## config.mk

```make
export PLATFORM = sky130hd
export DESIGN_NAME = dds_tone_meter
export DESIGN_NICKNAME = d
export VERILOG_FILES = /design/src/rtl/dds_pkg.sv /design/src/rtl/dds_meter_div.sv /design/src/rtl/dds_tone_meter.sv
export SDC_FILE = /design/constraint.sdc
export NUM_CORES = 1
export LEC_CHECK = 0
export ABC_AREA = 0
export CAP_MARGIN = 20
export CORE_MARGIN = 1.5
export CORE_UTILIZATION = 55
export DETAILED_ROUTE_END_ITERATION = 10
export PLACE_DENSITY = 0.8
export SLEW_MARGIN = 20
export SYNTH_ARGS = -nofsm -noshare
export SYNTH_HDL_FRONTEND = slang
export SYNTH_SLANG_ARGS = --single-unit
```

## constraint.sdc

```tcl
create_clock -name clock -period 4 [get_ports clock]
set_input_delay 0.6 -clock clock [delete_from_list [all_inputs] [get_ports clock]]
set_output_delay 0.6 -clock clock [all_outputs]
set_load 0.02 [all_outputs]
```

## src/rtl/dds_pkg.sv

```systemverilog
// dds_pkg: widths and encodings shared by the dds generator and the tone meter.
package dds_pkg;

  function automatic int sample_w(input int n);
    return 2 * n + 1;
  endfunction

  localparam logic [0:0] WAIT_EDGE = 1'b0;
  localparam logic [0:0] MEASURE   = 1'b1;

  localparam logic LOW  = 1'b0;
  localparam logic HIGH = 1'b1;

endpackage

```

## src/rtl/dds_meter_div.sv

```systemverilog
// dds_meter_div: restoring divider producing floor(2^FREQ_SHIFT / divisor) in CNT_W+1 clocks.
// A start while busy restarts the division; the quotient saturates to all-ones.
module dds_meter_div #(
  parameter int CNT_W      = 24,
  parameter int FREQ_SHIFT = 16,
  parameter int Q_W        = 9
) (
  input  logic             clock,
  input  logic             reset,
  input  logic             start,
  input  logic [CNT_W-1:0] divisor,
  output logic [Q_W-1:0]   quot,
  output logic             quot_valid
);

  localparam int DW = CNT_W + 1;
  localparam int IW = $clog2(DW + 1);
  localparam logic [DW-1:0] DIVIDEND = DW'(1) << FREQ_SHIFT;
  localparam logic [IW-1:0] ITER_ONE  = IW'(1);
  localparam logic [IW-1:0] ITER_LAST = IW'(DW - 1);

  logic             busy;
  logic [IW-1:0]    iter;
  logic [CNT_W-1:0] rem, rem_nxt;
  logic [DW-1:0]    quo, quo_nxt;
  logic [CNT_W-1:0] dvs;

  // One restoring step: shift the next dividend bit into the remainder.
  function automatic logic [CNT_W+DW-1:0] div_step(input logic [CNT_W-1:0] r,
                                                    input logic [DW-1:0]    q,
                                                    input logic [CNT_W-1:0] d);
    logic [DW-1:0] r_sh;
    r_sh = {r, q[DW-1]};
    if (r_sh >= {1'b0, d})
      return {r_sh[CNT_W-1:0] - d, q[DW-2:0], 1'b1};
    else
      return {r_sh[CNT_W-1:0], q[DW-2:0], 1'b0};
  endfunction

  function automatic logic [Q_W-1:0] sat_q(input logic [DW-1:0] q, input logic [CNT_W-1:0] d);
    if (d == '0 || (q >> Q_W) != '0)
      return '1;
    else
      return Q_W'(q);
  endfunction

  always_comb begin
    if (start)
      {rem_nxt, quo_nxt} = div_step('0, DIVIDEND, divisor);
    else
      {rem_nxt, quo_nxt} = div_step(rem, quo, dvs);
  end

  always_ff @(posedge clock) begin
    if (reset) begin
      busy       <= 1'b0;
      iter       <= '0;
      quot       <= '0;
      quot_valid <= 1'b0;
    end else begin
      quot_valid <= 1'b0;
      if (start) begin
        busy <= 1'b1;
        iter <= ITER_ONE;
      end else if (busy) begin
        iter <= iter + ITER_ONE;
        if (iter == ITER_LAST) begin
          busy       <= 1'b0;
          quot_valid <= 1'b1;
          quot       <= sat_q(quo_nxt, dvs);
        end
      end
    end
  end

  always_ff @(posedge clock) begin
    if (start || busy) begin
      rem <= rem_nxt;
      quo <= quo_nxt;
    end
    if (start)
      dvs <= divisor;
  end

endmodule

```

## src/rtl/dds_tone_meter.sv

```systemverilog
// dds_tone_meter: measures average period, peak and trough of a dds sample stream.
// Define DDS_METER_FREQ_EN to add freq_out/freq_valid from a sequential divider.
module dds_tone_meter
  import dds_pkg::*;
#(
  parameter int N          = 8,
  parameter int CNT_W      = 24,
  parameter int HYST       = 4,
  parameter int AVG_LOG2   = 2,
  parameter int FREQ_SHIFT = 16
) (
  input  logic                clock,
  input  logic                reset,
  input  logic signed [2*N:0] sample_in,
  input  logic                sample_valid,
  output logic [CNT_W-1:0]    period_out,
  output logic signed [2*N:0] peak_out,
  output logic signed [2*N:0] trough_out,
  output logic                meas_valid,
`ifdef DDS_METER_FREQ_EN
  output logic [N:0]          freq_out,
  output logic                freq_valid,
`endif
  output logic                no_signal
);

  localparam int SW = sample_w(N);
  localparam int EW = AVG_LOG2 + 1;
  localparam logic signed [SW-1:0] HYST_POS = SW'(HYST);
  localparam logic signed [SW-1:0] HYST_NEG = -HYST_POS;
  localparam logic [CNT_W-1:0] CNT_ONE     = CNT_W'(1);
  localparam logic [CNT_W-1:0] CNT_SAT_PRE = {{(CNT_W-1){1'b1}}, 1'b0};
  localparam logic [EW-1:0]    EDGE_ONE    = EW'(1);
  localparam logic [EW-1:0]    EDGE_LAST   = EW'((1 << AVG_LOG2) - 1);

  if (HYST <= 0 || FREQ_SHIFT > CNT_W) begin : g_bad_param
    $error("dds_tone_meter: HYST must be > 0 and FREQ_SHIFT <= CNT_W");
  end

  logic                 level, level_nxt;
  logic [0:0]           state, state_nxt;
  logic [CNT_W-1:0]     cnt, cnt_nxt;
  logic [EW-1:0]        edges, edges_nxt;
  logic signed [SW-1:0] peak, peak_nxt, trough, trough_nxt;
  logic signed [SW-1:0] peak_win, trough_win;
  logic                 rise_p0, done_p0, sat_p0;

  // Stage 0: Schmitt trigger, window bookkeeping on the current sample
  always_comb begin
    level_nxt = level;
    rise_p0   = 1'b0;
    if (level == HIGH && sample_in <= HYST_NEG) begin
      level_nxt = LOW;
    end else if (level == LOW && sample_in >= HYST_POS) begin
      level_nxt = HIGH;
      rise_p0   = 1'b1;
    end

    peak_win   = (sample_in > peak)   ? sample_in : peak;
    trough_win = (sample_in < trough) ? sample_in : trough;

    state_nxt  = state;
    cnt_nxt    = cnt;
    edges_nxt  = edges;
    peak_nxt   = peak;
    trough_nxt = trough;
    done_p0    = 1'b0;
    sat_p0     = 1'b0;

    case (state)
      WAIT_EDGE: begin
        if (rise_p0) begin
          state_nxt  = MEASURE;
          cnt_nxt    = CNT_ONE;
          edges_nxt  = '0;
          peak_nxt   = sample_in;
          trough_nxt = sample_in;
        end
      end
      default: begin
        // Saturation takes priority over an edge arriving on the same sample.
        if (cnt == CNT_SAT_PRE) begin
          sat_p0    = 1'b1;
          state_nxt = WAIT_EDGE;
          cnt_nxt   = '0;
        end else if (rise_p0 && edges == EDGE_LAST) begin
          done_p0    = 1'b1;
          cnt_nxt    = CNT_ONE;
          edges_nxt  = '0;
          peak_nxt   = sample_in;
          trough_nxt = sample_in;
        end else begin
          cnt_nxt    = cnt + CNT_ONE;
          peak_nxt   = peak_win;
          trough_nxt = trough_win;
          if (rise_p0)
            edges_nxt = edges + EDGE_ONE;
        end
      end
    endcase
  end

  // Stage 1: registered control and measurement outputs
  always_ff @(posedge clock) begin
    if (reset) begin
      level      <= HIGH;
      state      <= WAIT_EDGE;
      cnt        <= '0;
      edges      <= '0;
      meas_valid <= 1'b0;
      no_signal  <= 1'b0;
      period_out <= '0;
      peak_out   <= '0;
      trough_out <= '0;
    end else begin
      meas_valid <= 1'b0;
      if (sample_valid) begin
        level <= level_nxt;
        state <= state_nxt;
        cnt   <= cnt_nxt;
        edges <= edges_nxt;
        if (done_p0) begin
          meas_valid <= 1'b1;
          no_signal  <= 1'b0;
          period_out <= cnt >> AVG_LOG2;
          peak_out   <= peak_win;
          trough_out <= trough_win;
        end
        if (sat_p0) begin
          no_signal  <= 1'b1;
          period_out <= '0;
        end
      end
    end
  end

  always_ff @(posedge clock) begin
    if (sample_valid) begin
      peak   <= peak_nxt;
      trough <= trough_nxt;
    end
  end

`ifdef DDS_METER_FREQ_EN
  dds_meter_div #(
    .CNT_W      (CNT_W),
    .FREQ_SHIFT (FREQ_SHIFT),
    .Q_W        (N + 1)
  ) u_div (
    .clock      (clock),
    .reset      (reset),
    .start      (meas_valid),
    .divisor    (period_out),
    .quot       (freq_out),
    .quot_valid (freq_valid)
  );
`endif

endmodule

```

Yosys cells after proc, flatten, opt, wreduce, memory -nomap -nowiden
Index checks and enable logic that the tools add are counted.
{ "word_totals": {"ff_bits": 123, "inputBits": 20} }
{ "classes": {"n_lt_le_gt_ge": 4, "eq_ne": 3, "bitwise_logic": 2, "addsub": 2, "mux": 35, "reduce_logical": 14} }
{ "op_table": {"columns": ["op", "n"], "rows": [
  ["17-bit two-way mux", 9],
  ["24-bit two-way mux", 6],
  ["24-bit by 1-bit adder with 24-bit output, second input constant", 1],
  ["24-bit equality test, second input constant", 1],
  ["17-bit by 4-bit >= comparator with 1-bit output, second input constant", 1],
  ["17-bit > comparator", 1],
  ["17-bit by 3-bit <= comparator with 1-bit output, second input constant", 1],
  ["17-bit less-than comparator", 1],
  ["1-bit two-way mux", 15],
  ["3-bit two-way mux", 5],
  ["2-bit AND reduction", 4],
  ["2-bit nonzero test", 3],
  ["4-bit AND reduction", 1],
  ["3-bit by 1-bit adder with 3-bit output, second input constant", 1],
  ["3-bit by 2-bit equality test with 1-bit output, second input constant", 1],
  ["1-bit logical AND", 3],
  ["3-bit AND reduction", 1],
  ["3-bit nonzero test", 1],
  ["2-bit != test, second input constant", 1],
  ["1-bit inverter", 2],
  ["2-bit OR reduction", 1]
]} }

Longest topological paths before layout
{ "depth": {"depth_word": 10, "mapped_depth": 12, "mapped_depth_nobuf": 9} }

Worst setup path after synthesis
Ideal clock, no wire load.
{ "synth_path": {"kind": "input to register", "start": "input sample_in[16]", "end": "register peak[0] (enable)", "stages": 5, "setup_time_ns": 0.437, "required_time_ns": 3.563, "path_slack_ns": 0.608, "arrival_ns": 2.955, "cell_sequence": "nor2_1 a21oi_1 nand2b_1 buf_2 a21oi_1"} }
{ "synth_between": {"elab_chain_cells": 6, "word_cells_on_any_way": 8, "classes_between": "2 x order compare; 2 x mux; 4 x reduce/logical"} }
{ "synth_lines": {"columns": ["item", "line", "text"], "rows": [
  ["from (decl)", "dds_tone_meter.sv:14", "input logic signed [2*N:0] sample_in,"],
  ["17-bit by 4-bit >= comparator with 1-bit output", "dds_tone_meter.sv:54", "end else if (level == LOW && sample_in >= HYST_POS) begin"],
  ["1-bit logical AND", "dds_tone_meter.sv:54", null],
  ["1-bit two-way mux", "dds_tone_meter.sv:54", null],
  ["1-bit two-way mux (*)", "dds_tone_meter.sv:52", "if (level == HIGH && sample_in <= HYST_NEG) begin"],
  ["2-bit nonzero test (no source line) (*)", null, null],
  ["3-bit AND reduction (no source line) (*)", null, null],
  ["to (signal assigned)", "dds_tone_meter.sv:139", "peak <= peak_nxt;"],
  ["to (decl)", "dds_tone_meter.sv:44", "logic signed [SW-1:0] peak, peak_nxt, trough, trough_nxt;"]
]} }
Mark *: on every way between the ends. The rest lies on a longest branch, timed or not.
A chain may end at the register's enable or synchronous reset.

Worst setup path after layout
{ "layout_path": {"start": "input sample_in[10]", "end": "register peak[12], data pin"} }
{ "layout_between": {"elab_chain_cells": 8, "word_cells_on_any_way": 12, "classes_between": "3 x order compare; 6 x mux; 3 x reduce/logical"} }
{ "layout_lines": {"columns": ["item", "line", "text"], "rows": [
  ["17-bit by 4-bit >= comparator with 1-bit output", "dds_tone_meter.sv:54", null],
  ["1-bit logical AND", "dds_tone_meter.sv:54", null],
  ["1-bit two-way mux", "dds_tone_meter.sv:54", null],
  ["1-bit two-way mux", "dds_tone_meter.sv:52", null],
  ["1-bit logical AND", "dds_tone_meter.sv:86", "end else if (rise_p0 && edges == EDGE_LAST) begin"],
  ["17-bit two-way mux (*)", "dds_tone_meter.sv:86", null],
  ["17-bit two-way mux (*)", "dds_tone_meter.sv:82", "if (cnt == CNT_SAT_PRE) begin"],
  ["17-bit two-way mux (*)", "dds_tone_meter.sv:70", "case (state)"],
  ["via peak_nxt[12]", "dds_tone_meter.sv:44", null]
]} }
The timed path passes the listed nets; every way through them passes the cells marked *. The select of a mux whose other input is x is not followed.

==> results by group <==
Timing
  – Final setup margin: 690 ps
  – Clock Skews: 6.45 ps
  – Setup-failing EPs final: 0
  – Relative slew slack: 39.1%
  – Period utilization: 82.7%
  – RSZ-0062 raised after global routing: no
  – Measured slew at the worst slew-check pin: 911 ps
  – Maximum clock frequency: 302 MHz
  – Final Slew Violations: 0
  – Fin. Hold Viols: 0
  – Min Tclk post-route: 3310 ps
  – Final hold slack: 457 ps
  – Final setup TNS: 0 ps

Worst setup path
  – CP endpoint kind: flip-flop
  – Worst Setup Start Kind: input port
  – Crit path DAT: 3580 ps
  – Kind of critical path: in -> reg
  – Crit Path Max Fanout: 17
  – Critical Path RT: 4270 ps

Global routing
  – Met2 Usage GRT: 43.4%
  – Met3 GRT Util: 7.59%
  – Tot GR Track Use: 27.6%
  – Largest net degree at the start of global routing: 49
  – Vias in the first global route: 5053
  – Grt met1 use: 35.9%
  – Gr ovfl total: 0
  – First-pass GRT wire length: 24800 um
  – Initial antenna violation count: 0
  – GRT Max-Usage Layer: met2

Place
  – Input/output buffers: 77
  – Placement-stage cell area: 6970 um^2
  – Post-Place Setup Slack: 310 ps
  – Gpl congestion: 0.877
  – Final HPWL DP: 10200 um

Clocking
  – Number of setup buffers added after CTS: 0
  – Clk pin slew, worst setup/hold paths: 60 ps
  – Post-CTS Hold Fix Bufs: 0
  – TritonCTS clock tree: done
  – CTS H-Tree Depth: 4
  – Clock Latency Late Sink: 520 ps
  – CTS Buf Count: 17
  – Clock tree buffer depth: 2
  – # clock sinks: 121
  – Resize count post-CTS: 0
  – CTS root buffer: clkbuf_8

Cells and area
  – Final Core Density: 69.1%
  – Filler cells: 801
  – Area Growth Syn to Fin: 23.0%
  – Design area: 7490 um^2
  – Ant. Diodes: 0
  – Total Nets Final: 744
  – Layout cell share with drive strength beyond 1: 14.0%

Synthesis
  – Register area share after synthesis: 45.3%
  – Post-Syn Area per Cell: 10.0 um^2
  – Cell variety after synth: 51
  – Synthesized area: 6090 um^2
  – Ys Warns: 0
  – Syn Inst Count: 608
  – #FFs+latches synth: 121

Routing
  – Final WL: 15300 um
  – DRT Pass-1 Iters: 5
  – Iter 0 DRT Violations: 382
  – DRC viols: 0
  – Vias/cell: 6.01
  – Routed len/inst: 18.1 um
  – Final ANT Viol Nets: 0
  – Vias: 5058

Die
  – Core area: 10800 um^2
  – Die area: 11700 um^2
  – FP Rows: 38
  – Starting Density: 56.2%
  – Die Span X: 108 um
  – Top Ports: 80
  – Chip Height: 108 um

Power and ir drop
  – Peak supply drop: 0.258 mV
  – Cell Pwr Density: 386 nW/um^2
  – Pleak: 2.91 nW

Outcome
  – Status: completed

Run
  – Max Cap Viol: 0

Min path
  – HP Class: reg -> reg
layout make-up:
type                            instances  area [um^2]  share of cell area, %
Sequential cell                       121         2760                   36.9
Tap cell                              140          175                   2.34
Clock buffer                           18          428                   5.71
Inverter                               37          139                   1.85
Clock inverter                         14         96.3                   1.29
Multi-Input combinational cell        418         3010                   40.1
Timing Repair Buffer                   93          886                   11.8
kinds of logic (layout without fill, tap and decap cells):
family	Yosys count	in the layout	share of synthesized area [%]
AO/OA/AOI/OAI	128	128	14.2
XOR/XNOR	17	17	2.44
adder cells (fa/ha/maj)	36	36	7.39
buffers and inverters	70	162	5.63
flip-flops	121	121	45.3
multiplexers	51	51	9.69
other	1	2	0.0615
AND/OR/NAND/NOR	184	184	15.3
where the power goes:
part	internal, W	switching (W)
logic	0.0000994	0.000149
registers	0.00128	0.0000101
clock network	0.000777	0.000579
layout by cell type (no fill, tap or decap), types with 22 or more instances in the layout:
cell type,n
a211oi_1,35
a21oi_1,41
a22o_1,22
clkdlybuf4s50_1,76
dfxtp_1,87
edfxtp_1,34
ha_1,36
inv_1,36
mux2_2,24
nand2_1,48
nor2_1,66
per-layer routing:
layer  vias to the layer above  share of wire [%]
li1                       2366                  -
met1                      2404                 43
met2                       249                 47
met3                        39                7.6
met4                         0                2.6
met5                         -                  0
cell usage after synthesis (all sizes together):
library cell / number / area [um^2]
inv: 37 / 139
nor2: 68 / 270
xor2: 13 / 114
buf: 17 / 144
nor3: 5 / 35.0
nor2b: 4 / 32.5
nor4b: 2 / 30.0
a31oi: 5 / 31.3
nand4b: 1 / 15.0
nor3b: 2 / 15.0
or2: 1 / 6.26
a221oi: 1 / 8.76
a21o: 8 / 60.1
conb: 1 / 3.75
nand2b: 2 / 12.5
a311o: 1 / 10.0
a21oi: 42 / 210
nand2: 48 / 180
mux2: 34 / 420
or3: 1 / 6.26
a22o: 22 / 193
xnor2: 4 / 35.0
o22a: 2 / 17.5
edfxtp: 34 / 1020
nand3: 12 / 60.1
dfxtp: 87 / 1740
a211oi: 35 / 263
mux2i: 17 / 170
and4: 4 / 35.0
a311oi: 1 / 8.76
and2: 2 / 12.5
nand4: 18 / 119
and3: 6 / 42.5
o211ai: 2 / 15.0
or4: 1 / 7.51
o21ai: 8 / 40.0
nor4: 7 / 50.1
ha: 36 / 450
o21bai: 1 / 7.51
clkbuf: 16 / 60.1
flip-flops by register name, indices dropped and copies added, names as in the netlist:
name        cells
cnt            24
period_out     22
peak           17
peak_out       17
trough         17
trough_out     17
edges           3
level           1
meas_valid      1
no_signal       1
state           1
critical path: stages:
cell             delay, ps
clkdlybuf4s50_1        660
ha_1                   310
a21oi_1                190
o21ai_0                140
a221oi_1               440
o211ai_1               190
and2_1                 230
nor2_4                 410
mux2_2                 410
through the flow:
step | cells | power (W)
after floorplan | 609 | 0.00147
after detailed placement | 809 | 0.00155
after global routing | 841 | 0.00298
final | 841 | 0.00289
after CTS | 841 | 0.00290
after global placement | 809 | 0.00154
worst paths after layout:
| path | startpoint | endpoint | slack (ps) | cells after the start |
|---|---|---|---|---|
| worst min-delay path | trough_out[16]$_SDFFE_PP0P_ | trough_out[16]$_SDFFE_PP0P_ | 460 | 2 |
| worst min register to register | trough_out[16]$_SDFFE_PP0P_ | trough_out[16]$_SDFFE_PP0P_ | 460 | 2 |
| worst max register to register | peak[10]$_DFFE_PP_ | peak[12]$_DFFE_PP_ | 1000 | 9 |
| worst max-delay path | sample_in[10] | peak[12]$_DFFE_PP_ | 690 | 9 |
(Power assumes the default switching activity.)
